==> src/rtl/tx_arq_controller.sv <==
// tx_arq_controller: stop-and-wait ARQ transmit sequencer with retries/backoff; define TX_ARQ_STATS_EN for retry/fail counters
module tx_arq_controller #(
  parameter int PKT_W          = 136,
  parameter int RESP_TIMEOUT   = 50000,
  parameter int MAX_RETRY      = 3,
  parameter int BACKOFF_CYCLES = 1000,
  parameter int BUSY_WAIT      = 16
) (
  input  logic             clk,
  input  logic             rst,
  input  logic             req,
  input  logic [PKT_W-1:0] pkt_in,
  input  logic             test_mode_in,
  output logic             req_ready,
  output logic [PKT_W-1:0] pkt_out,
  output logic             test_mode_out,
  output logic             tx_start,
  input  logic             tx_busy,
  input  logic             ack,
  input  logic             nak,
  output logic             done,
  output logic             fail,
  output logic [1:0]       attempt,
  output logic [15:0]      retry_total,
  output logic [15:0]      fail_total
);
  localparam int MAX_A = RESP_TIMEOUT > BACKOFF_CYCLES ? RESP_TIMEOUT : BACKOFF_CYCLES;
  localparam int MAX_P = MAX_A > BUSY_WAIT ? MAX_A : BUSY_WAIT;
  localparam int TW    = MAX_P > 1 ? $clog2(MAX_P) : 1;
  typedef enum logic [2:0] {IDLE, START, WAIT_BUSY, SENDING, WAIT_RESP, BACKOFF, DONE, FAIL} state_t;
  state_t state, state_n;
  logic [TW-1:0] tmr;
  logic tm_q, fail_att, last_try, counting;
  always_ff @(posedge clk)
    if (rst) state <= IDLE;
    else state <= state_n;
  always_comb begin
    fail_att = (state == WAIT_BUSY && !tx_busy && tmr == TW'(BUSY_WAIT - 1)) ||
               (state == WAIT_RESP && (nak || (!ack && tmr == TW'(RESP_TIMEOUT - 1))));
    last_try = attempt == 2'(MAX_RETRY);
    counting = state == WAIT_BUSY || state == WAIT_RESP || state == BACKOFF;
    state_n = state;
    case (state)
      IDLE:      state_n = req ? START : IDLE;
      START:     state_n = WAIT_BUSY;
      WAIT_BUSY: state_n = tx_busy ? SENDING : WAIT_BUSY;
      SENDING:   state_n = tx_busy ? SENDING : WAIT_RESP;
      WAIT_RESP: state_n = ack && !nak ? DONE : WAIT_RESP;
      BACKOFF:   state_n = tmr == TW'(BACKOFF_CYCLES - 1) ? START : BACKOFF;
      default:   state_n = IDLE;
    endcase
    if (fail_att) state_n = last_try ? FAIL : BACKOFF;
  end
  always_comb begin
    req_ready     = state == IDLE && !rst;
    tx_start      = state == START;
    done          = state == DONE;
    fail          = state == FAIL;
    test_mode_out = tm_q && attempt == 2'd0;
  end
  always_ff @(posedge clk)
    if (rst) begin
      tmr     <= '0;
      attempt <= '0;
      pkt_out <= '0;
      tm_q    <= 1'b0;
    end else begin
      tmr <= (counting && state_n == state) ? tmr + TW'(1) : '0;
      if (state == IDLE && req) begin
        pkt_out <= pkt_in;
        tm_q    <= test_mode_in;
        attempt <= '0;
      end else if (fail_att && !last_try) begin
        attempt <= attempt + 2'd1;
      end
    end
`ifdef TX_ARQ_STATS_EN
  always_ff @(posedge clk)
    if (rst) begin
      retry_total <= '0;
      fail_total  <= '0;
    end else begin
      if (state_n == BACKOFF && state != BACKOFF && retry_total != 16'hFFFF) retry_total <= retry_total + 16'd1;
      if (state_n == FAIL && state != FAIL && fail_total != 16'hFFFF) fail_total <= fail_total + 16'd1;
    end
`else
  assign retry_total = '0;
  assign fail_total  = '0;
`endif
endmodule
==> config.mk <==
export PLATFORM = sky130hd
export DESIGN_NAME = tx_arq_controller
export DESIGN_NICKNAME = d
export VERILOG_FILES = /design/src/rtl/tx_arq_controller.sv
export SDC_FILE = /design/constraint.sdc
export NUM_CORES = 1
export LEC_CHECK = 0
export ABC_CLOCK_PERIOD_IN_PS = 2450
export BUFFER_PORTS_ARGS = -buffer_cell sky130_fd_sc_hd__buf_2
export CAP_MARGIN = 20
export CORE_MARGIN = 3
export CORE_UTILIZATION = 44
export CTS_CLUSTER_DIAMETER = 120
export DETAILED_ROUTE_END_ITERATION = 16
export PLACE_DENSITY = 0.78
export SLEW_MARGIN = 15
export SYNTH_ARGS = -nofsm -noshare
export SYNTH_HDL_FRONTEND = slang
export SYNTH_SLANG_ARGS = --single-unit
==> constraint.sdc <==
create_clock -name clk -period 2.45 [get_ports clk]
set_input_delay 0.49 -clock clk [delete_from_list [all_inputs] [get_ports clk]]
set_output_delay 0.49 -clock clk [all_outputs]
set_load 0.01 [all_outputs]
Yosys cells after proc, flatten, opt, wreduce, memory -nomap -nowiden

Cells that the tools add are included.

Input port bits: 143
Logic and storage cells: 51
Bits in registers: 158

Muxes and demuxes: 8
Reduce and logical (&&, ||, !) cells: 23
Eq/ne operators: 12
$add $sub $neg: 2
Bitwise operators: 1

Operators by type and width:

| operator                                              | count |
|---|---|
| case mux 3 bit (6 select lines)                       | 1 |
| adder 16 x 1 -> 16 bit, second input constant         | 1 |
| equality test 16 x 10 -> 1 bit, second input constant | 1 |
| equality test 16 bit, second input constant           | 1 |
| equality test 16 x 4 -> 1 bit, second input constant  | 1 |
| equality test 3 bit, second input constant            | 4 |
| logical AND 1 bit                                     | 10 |
| 2-to-1 mux 3 bit                                      | 3 |
| equality test 3 x 2 -> 1 bit, second input constant   | 2 |
| logical NOT 1 bit                                     | 5 |
| logical OR 1 bit                                      | 4 |
| 2-to-1 mux 2 bit                                      | 2 |
| OR reduction 2 bit                                    | 2 |
| equality test 3 x 1 -> 1 bit, second input constant   | 1 |
| equality test 3 bit                                   | 1 |
| logical NOT 3 bit                                     | 1 |
| adder 2 x 1 -> 2 bit, second input constant           | 1 |
| equality test 2 bit, second input constant            | 1 |
| logical NOT 2 bit                                     | 1 |
| 2-to-1 mux 1 bit                                      | 2 |
| NOT 1 bit                                             | 1 |

Longest topological paths before layout

Gate-level depths: netlist (run 1).

Depth in word-level cells: 10
Depth in mapped cells: 8
Depth with buffers taken out: 6

Worst setup path after synthesis (run 1)

OpenSTA, ideal clock, no wires.

Path type: in2reg
Start point: input port req
End point: register tmr[6]
Cell stages on the path: 7
Slack: 0.495 ns
Arrival: 1.893 ns
Data required time: 2.388 ns
Cell sequence: or3b_1 a22oi_2 mux2i_1 or4_1 buf_6 buf_12 nor2_4

Cells in the longest elaborated chain, start to end: 7

RTL lines:

| item                            | RTL line | text |
|---|---|---|
| start, declared                 | 11       | `input logic req,` |
| 2-to-1 mux 1 bit                | 44       | `IDLE: state_n = req ? START : IDLE;` |
| case mux 3 bit (6 select lines) | 43       | `case (state)` |
| 2-to-1 mux 3 bit                | 52       | `if (fail_att) state_n = last_try ? FAIL : BACKOFF;` |
| equality test 3 bit             | 68       | `tmr <= (counting && state_n == state) ? tmr + TW'(1) : '0;` |
| logical AND 1 bit               | 68       |  |
| NOT 1 bit (no line)             | --       |  |
| OR reduction 2 bit (no line)    | --       |  |
| end signal, assigned            | 68       |  |
| end, declared                   | 32       | `logic [TW-1:0] tmr;` |

Every way passes these cells.
A chain may end at the register's enable or synchronous reset.

Worst setup path after layout (run 1)

Start point: register tmr[0]
End point: register tmr[2]

Cells in the longest elaborated chain, start to end: 10

RTL lines:

| item |
|---|
| branches (longest 10 deep; another with equality test 16 x 10 -> 1 bit) |

Parallel ways; which one is timed is not known.

==> results of run 1 <==
[state kept, by name, summed over array words and instances, names as in the netlist]
signal,count
tmr,16
pkt_out,136
attempt,2
tm_q,1
state,3
[layout by cell type (no fill, tap or decap), drive strengths merged, types with 4 or more instances in the layout]
master / count
a21oi: 141
and2: 4
buf: 292
clkbuf: 23
clkinv: 4
conb: 32
dfxtp: 158
inv: 10
nand2: 280
nand3: 5
nand4: 5
nor2: 22
nor4: 4
o211ai: 4
xnor2: 5
xor2: 8
[cells by family after synthesis]
family | Yosys count | synth area share (%)
simple gates | 344 | 24.5
xor+xnor | 13 | 1.85
mux | 1 | 0.162
flops | 158 | 51.3
compound gates | 156 | 13.5
other cells | 1 | 0.0608
fa+ha+maj | 3 | 0.609
buf+inv | 94 | 8.08
[metal layers]
metal  vias up  track usage [%]  part of all wire (%)  routed length, um
met5         -                0                     0                  0
met1      2586             24.4                    41               6690
met2       220             33.5                    49               7880
met3        30             6.43                   7.4               1210
met4         0             8.45                   2.7                434
li1       2955                -                     -                  -
[path summary, 6_finish.rpt]
check / end / cells past startpoint / slack, ns / from
setup / recovery: tmr[2] / 7 / 0.37 / tmr[0]
hold / removal: state[2] / 2 / 0.29 / rst
setup reg to reg: tmr[2] / 7 / 0.37 / tmr[0]
hold reg to reg: pkt_out[65] / 2 / 0.45 / pkt_out[65]
[critical path, stage by stage (launching register included)]
cell,delay (ns)
dfxtp_1,0.36
ha_1,0.24
nor4b_2,0.35
a41oi_2,0.19
nor2_2,0.25
or4_1,0.16
buf_4,0.31
nor2_1,0.09
[metrics by stage]
stage,utilization (%),worst slack [ns],instances
2_1_floorplan,-,0.495,801
3_3_place_gp,56.5,0.324,1184
3_5_place_dp,56.5,0.290,1184
4_1_cts,60.9,0.354,1216
5_1_grt,60.9,0.128,1216
6_report,60.9,0.371,1216
[area by class of cell]
class	instances	area, um^2
clock buffers	23	508
clock inverters	9	81.3
fillers	1205	5260
inverters	9	33.8
multi-input cells	549	2640
flip-flops and latches	158	3160
well taps	176	220
repair buffers	292	1540
[power breakdown]
part           internal [mW]  switching [mW]
registers               2.79           0.111
logic                  0.445           0.698
clock network           1.56            1.02
==> metrics, run 1 <==
Nets=1173; Die X=124 um; first-pass GRT wire length=~26 mm; Diodes inserted=0; Mapped Cells=770; Least-Margin Pin Slew=0.629 ns; Slew Limit Headroom=58.1%; Detailed Route WL=16.2 mm; element type at the critical path end=flip-flop; Avg Cell Area, Syn=8.01 um^2; leading area contributor after synthesis=dfxtp_1; Final setup viols=0; Max FO, Critical Path=16; # rows=42; Port Buffers=roughly 290; P&R area growth vs syn=32.8%; fin area=8190 um^2; via count=5791; power density over the cells=809 nW/um^2; period utilization=84.8%; Synthesis Warnings=0; GR Overflow Total=0; top-count cell post-synth=nand2_1; CP startpoint kind=flip-flop; Total GRT Usage=20.3%; register area share after synthesis=51.3%; drt wl/cell=13.3 um; TritonCTS Sinks=between 150 and 200; critical path class=flip-flop to flip-flop; Final ANT Viol Nets=0; synthesis-stage register bit count=158; Clock Skew=0.0103 ns; post-synth top area share=51.3%; Slew Limit Fails=0; mapped cell area=6170 um^2; Yosys cell types=45; Synth area leaders=dfxtp_1 (51%), nand2_1 (17%), a21oi_1 (11%), buf_4 (3.9%), clkbuf_1 (3.0%); die area=15500 um^2; RSZ-0062 raised after global routing=no; Initial Utilization=45.8%; post-cts resize count=0; gpl congestion=0.847; max frequency=481 MHz; Placed Area=roughly 7600 um^2; clk buf depth=2; residual DRC count=0; Die H=about 120 um; Fin Setup TNS=0 ns; TritonCTS Buffers=17; WP data arrival=2.37 ns; final total power=between 6 and 7 mW; CTS root buffer=clkbuf_16; Max-Cap Viols=0; H-tree depth=4; post-CTS setup buffer count=0; I/O pin cnt=318; hold bufs inserted after CTS=0; number of synthesized flops with an enable pin=0; Detailed Route Iter0 Violations=about 380; vias in the first global route=5360; Worst-Skew Late Latency=0.42 ns; worst min path class=input pin to flip-flop; CTS tree=yes; initial antenna violation count=0; ratio of cells with drive above 1 in the final layout=between 30% and 40%; LEAKAGE=roughly 3.8 nW; ys flop type=dfxtp_1; peak supply drop=0.000565 V; final hold vios=0; drt pass-1 iters=4; largest net degree at the start of global routing=140; Worst Path Required=approximately 2.7 ns; Vias/cell=4.76; status=finished, final reports clean; CORE AREA=13500 um^2; Final min period=2.08 ns; Synth async-reset ratio=0%; WHS=0.287 ns; Clk pin slew, worst setup/hold paths=0.06 ns; Detail Placement HPWL=11.5 mm; Synth top cells by count=nand2_1 (280), dfxtp_1 (158), a21oi_1 (141), clkbuf_1 (49), buf_4 (32)
No activity file was read; power rests on OpenSTA's default activity.
==> run 2, diff against run 1 <==
- ABC_CLOCK_PERIOD_IN_PS: 2450 -> 1800
- CORE_UTILIZATION: 44 -> 41
- PLACE_DENSITY: 0.78 -> 0.76
- clock period: 2.45 -> 1.8 ns (I/O delays scaled with it)
==> run 2 against run 1 <==
Against the previous run: global-route usage is 0.45 points lower; design area is 5.3% higher; the run now ends with negative setup slack left; critical path depth is 1 lower; largest power group unchanged; flip-flop and latch count stayed put; non-clock buffer count is 33 higher; highest routed layer unchanged.
==> metrics, run 2 (synthesis results as in run 1) <==
status=complete, but fails checks; failing checks=negative setup slack; # rows=between 40 and 50; TritonCTS Buffers=17; Die H=129 um; WP data arrival=2.25 ns; Regs by FF count=pkt_out x136, tmr x16, state x3; drt wl/cell=approximately 14 um; Detailed Route WL=17.2 mm; clk buf depth=2; via count=6029; Fin Setup TNS=-1.29 ns; worst slack, placed=-0.237 ns; ratio of cells with drive above 1 in the final layout=a little under two fifths; H-tree depth=4; LEAKAGE=3.99 nW; Cell Count, Final, Fillers Out=1257; TritonCTS Sinks=158; fill cell count=1323; critical path class=flip-flop to flip-flop; worst min path class=input pin to flip-flop; final total power=9.32 mW; CORE AREA=14600 um^2; Combinational Power Share=18.0%; GR Overflow Total=0; Final ANT Viol Nets=0; hold bufs inserted after CTS=0; fin area=roughly 8600 um^2; Max-Cap Viols=0; die area=16500 um^2; Sw Ratio=27.6%; CTS tree=yes; CTS root buffer=clkbuf_16; multi-input logic area=2740 um^2; Total GRT Usage=between 10% and 20%; Die X=129 um; max reg flops=136; register area=3170 um^2; first-pass GRT wire length=26.6 mm; Pint=6.74 mW; Detail Placement HPWL=12.1 mm; drt pass-1 iters=4; final hold vios=0; largest net degree at the start of global routing=97; Worst-Skew Late Latency=a little over 0.4 ns; Placed Area=7860 um^2; Vias/cell=4.80; most frequent cells in the layout=buf_2 (284), nand2_1 (280), dfxtp_1 (152), a21oi_1 (139); Detailed Route Iter0 Violations=roughly 320; Max FO, Critical Path=5; power density over the cells=1080 nW/um^2; CP startpoint kind=flip-flop; element type at the critical path end=flip-flop; Clk network pwr share=between 30% and 40%; P&R area growth vs syn=39.9%; Port Buffers=between 200 and 300; period utilization=106%; Reg2Reg Depth=6; Nets=roughly 1200; Initial Utilization=42.1%; Clk pin slew, worst setup/hold paths=0.06 ns; Worst Path Required=roughly 2.1 ns; sw power=2.58 mW; sequential share of power=42.3%; Slew Limit Fails=0; initial antenna violation count=0; Final min period=1.91 ns; vias in the first global route=5470; residual DRC count=0; peak supply drop=0.000952 V; largest register by flop count=pkt_out; RSZ-0062 raised after global routing=yes; Clock Skew=0.00880 ns; I/O pin cnt=between 300 and 400; fin worst setup slack=-0.107 ns; Diodes inserted=0; gpl congestion=a little over 0.8; commonest non-fill, non-tap cell in the layout=buf_2; WHS Path Cells=3; dpl cells=1221; max frequency=between 500 and 600 MHz; Final setup viols=19
-- run 2: through the flow --
stage,hold WS [ns],utilization (%)
after floorplan,0.419,-
after global placement,0.438,53.7
after detailed placement,0.443,53.7
after CTS,0.161,58.4
after global routing,0.156,58.9
final,0.176,58.9
-- run 2: cell type report --
type	count	area share (%)
timing repair buffer	325	21.3
tap	184	2.67
clock inverter	12	1.83
clock buffer	20	5.30
inverter	9	0.392
sequential	158	36.8
multi-input combinational	549	31.8
-- run 2: worst max-delay path, stage by stage, from the launching register on --
cell,delay (ns)
dfxtp_1,0.31
or3b_4,0.39
a22oi_2,0.21
mux2i_1,0.13
or4_4,0.51
buf_8,0.18
nor2_2,0.10
-- run 2: path summary, 6_finish.rpt --
path,start,to,slack (ns)
setup / recovery,state[0],tmr[4],-0.11
hold / removal,pkt_in[51],pkt_out[51],0.18
setup reg to reg,state[0],tmr[4],-0.11
hold reg to reg,pkt_out[102],pkt_out[102],0.45
-- run 2: metal layers --
metal | share of wire [%] | GRT usage (%)
met5 | 0 | 0
met4 | 1.6 | 7.23
met3 | 8.2 | 6.81
met2 | 49 | 32.8
met1 | 41 | 24.0
-- run 2: timing repair --
action                                 in CTS  in global routing
pin swaps                                   9                  7
setup buffers                               2                  1
cloned                                      1                  0
endpoints found under the hold margin       0                  0
resized for setup                          15                 14
setup endpoints to repair                  19                 23
-- run 2: power groups by stage --
stage / registers (mW) / clock network, mW / logic (mW)
2_1_floorplan: 4.15 / 0 / 0.826
6_report: 3.94 / 3.70 / 1.67
3_3_place_gp: 4.00 / 0 / 1.63
3_5_place_dp: 4.02 / 0 / 1.64
5_1_grt: 3.97 / 3.94 / 1.87
4_1_cts: 3.94 / 3.78 / 1.68
==> run 3, diff against run 2 <==
- BUFFER_PORTS_ARGS: -buffer_cell sky130_fd_sc_hd__buf_2 -> -buffer_cell sky130_fd_sc_hd__clkbuf_2
==> run 3 against run 2 <==
Against the previous run: critical path depth unchanged; via count is 0.28% higher; total power fell by 1.3%; die area unchanged; wire length increased by 1.1%; first-iteration DRC count shrank 4.7%; design area is 0.10% lower; clock skew grew 0.0034 ns; the run still ends with negative setup slack left; critical path type unchanged; combinational power hardly changed.
==> metrics, run 3 (synthesis results as in run 1) <==
CORE AREA=14600 um^2; gpl congestion=0.852; TritonCTS Sinks=158; dpl cells=1224; status=complete, but fails checks; LEAKAGE=3.90 nW; largest register by flop count=pkt_out; most frequent cells in the layout=clkbuf_2 (282), nand2_1 (280), dfxtp_1 (149), a21oi_1 (140), conb_1 (32); residual DRC count=0; H-tree depth=4; Clock Skew=between 0.01 and 0.015 ns; CTS root buffer=clkbuf_16; CP startpoint kind=flip-flop; largest net degree at the start of global routing=93; Nets=approximately 1200; failing checks=negative setup slack; Regs by FF count=pkt_out x136, tmr x16, state x3; Total GRT Usage=19.8%; post-CTS setup buffer count=0; initial antenna violation count=0; period utilization=106%; TritonCTS Buffers=17; max frequency=525 MHz; Die X=129 um; Final setup viols=19; Port Buffers=285; # rows=between 40 and 50; Detailed Route WL=17.3 mm; Diodes inserted=0; Slowest cell on crit path=or4_4; via count=6046; busiest grt layer=met2; critical path class=flip-flop to flip-flop; Vias/cell=4.81; Detailed Route Iter0 Violations=306; first-pass GRT wire length=26.4 mm; power density over the cells=between 1000 and 1500 nW/um^2; final core utilization=58.8%; I/O pin cnt=318; Slew Limit Fails=0; Cell Count, Final, Fillers Out=1256; worst slack, placed=-0.155 ns; hold bufs inserted after CTS=0; max reg flops=136; RSZ-0062 raised after global routing=yes; element type at the critical path end=flip-flop; Die H=129 um; worst min path class=input pin to flip-flop; vias in the first global route=5531; final total power=9.20 mW; Clk pin slew, worst setup/hold paths=0.07 ns; Worst-Skew Late Latency=0.42 ns; worst-path cell chain=or3b_4, a22oi_2, mux2i_1, or4_4, buf_12, a21oi_2; Least-Margin Pin Slew=0.964 ns; P&R area growth vs syn=39.7%; met2 usage in global routing=33.3%; commonest non-fill, non-tap cell in the layout=clkbuf_2; Max-Cap Viols=0; CTS tree=yes; final hold vios=0; Initial Utilization=about 42%; Max FO, Critical Path=8; fin worst setup slack=-0.104 ns; Final ANT Viol Nets=0; ratio of cells with drive above 1 in the final layout=37.1%; fin area=8610 um^2; Detail Placement HPWL=12.2 mm; GR Overflow Total=0; M3 GR Usage=7.56%; M1 GR Usage=23.1%; WHS=0.156 ns; drt wl/cell=between 10 and 15 um; slowest stage delay, CP=0.48 ns; Placed Area=between 7000 and 8000 um^2; peak supply drop=about 0.00069 V; die area=16500 um^2; WP data arrival=2.25 ns; drt pass-1 iters=4; Fin Setup TNS=-1.10 ns; Final min period=roughly 1.9 ns; clk buf depth=2; Slew Limit Headroom=a little over a third; Worst Path Required=2.15 ns
==> run 3: cell count changes in the layout (fill, tap and decap cells not counted), sizes merged <==
cell,delta
buf,-282
clkbuf,+280
inv,+2
bufinv,-1
clkinv,-1
clkinvlp,+1
==> run 3: area by class of cell <==
cell class                 count  area [um^2]
fill                        1343         6030
sequential                   158         3170
multi-input combinational    549         2750
timing repair buffer         325         1840
clock buffer                  18          429
tap                          184          230
clock inverter                13          156
inverter                       9         36.3
==> run 3: routing by layer <==
layer,share of wire (%),wire [um]
met4,2.0,346
met3,7.8,1360
met1,41,7080
met5,0,0
met2,49,8550
==> run 3: path summary, 6_finish.rpt <==
| kind | cells after the start | slack [ns] | start | endpoint |
|---|---|---|---|---|
| hold reg to reg | 2 | 0.45 | pkt_out[101] | pkt_out[101] |
| setup reg to reg | 6 | -0.10 | state[2] | tmr[14] |
| setup / recovery | 6 | -0.10 | state[2] | tmr[14] |
| hold / removal | 3 | 0.16 | pkt_in[112] | pkt_out[112] |
==> run 3: power breakdown <==
part / leakage, nW / total, mW / switching [mW] / internal (mW)
clock: 0.273 / 3.55 / 1.48 / 2.07
sequential: 1.30 / 3.95 / 0.156 / 3.80
combinational: 2.33 / 1.69 / 1.01 / 0.685
total: 3.90 / 9.20 / 2.65 / 6.55
==> run 3: critical path: cells and delay by family, from the launching register on <==
family | cells | cell delay (ns)
buf+inv | 1 | 0.18
flops | 1 | 0.34
compound gates | 2 | 0.34
mux | 1 | 0.11
simple gates | 2 | 0.88
==> run 3: repair_timing <==
action / CTS / global route
hold endpoints to repair: 0 / 0
pin swaps: 10 / 11
gates cloned: 1 / 0
resized for setup: 13 / 22
endpoints found under the setup margin: 22 / 23
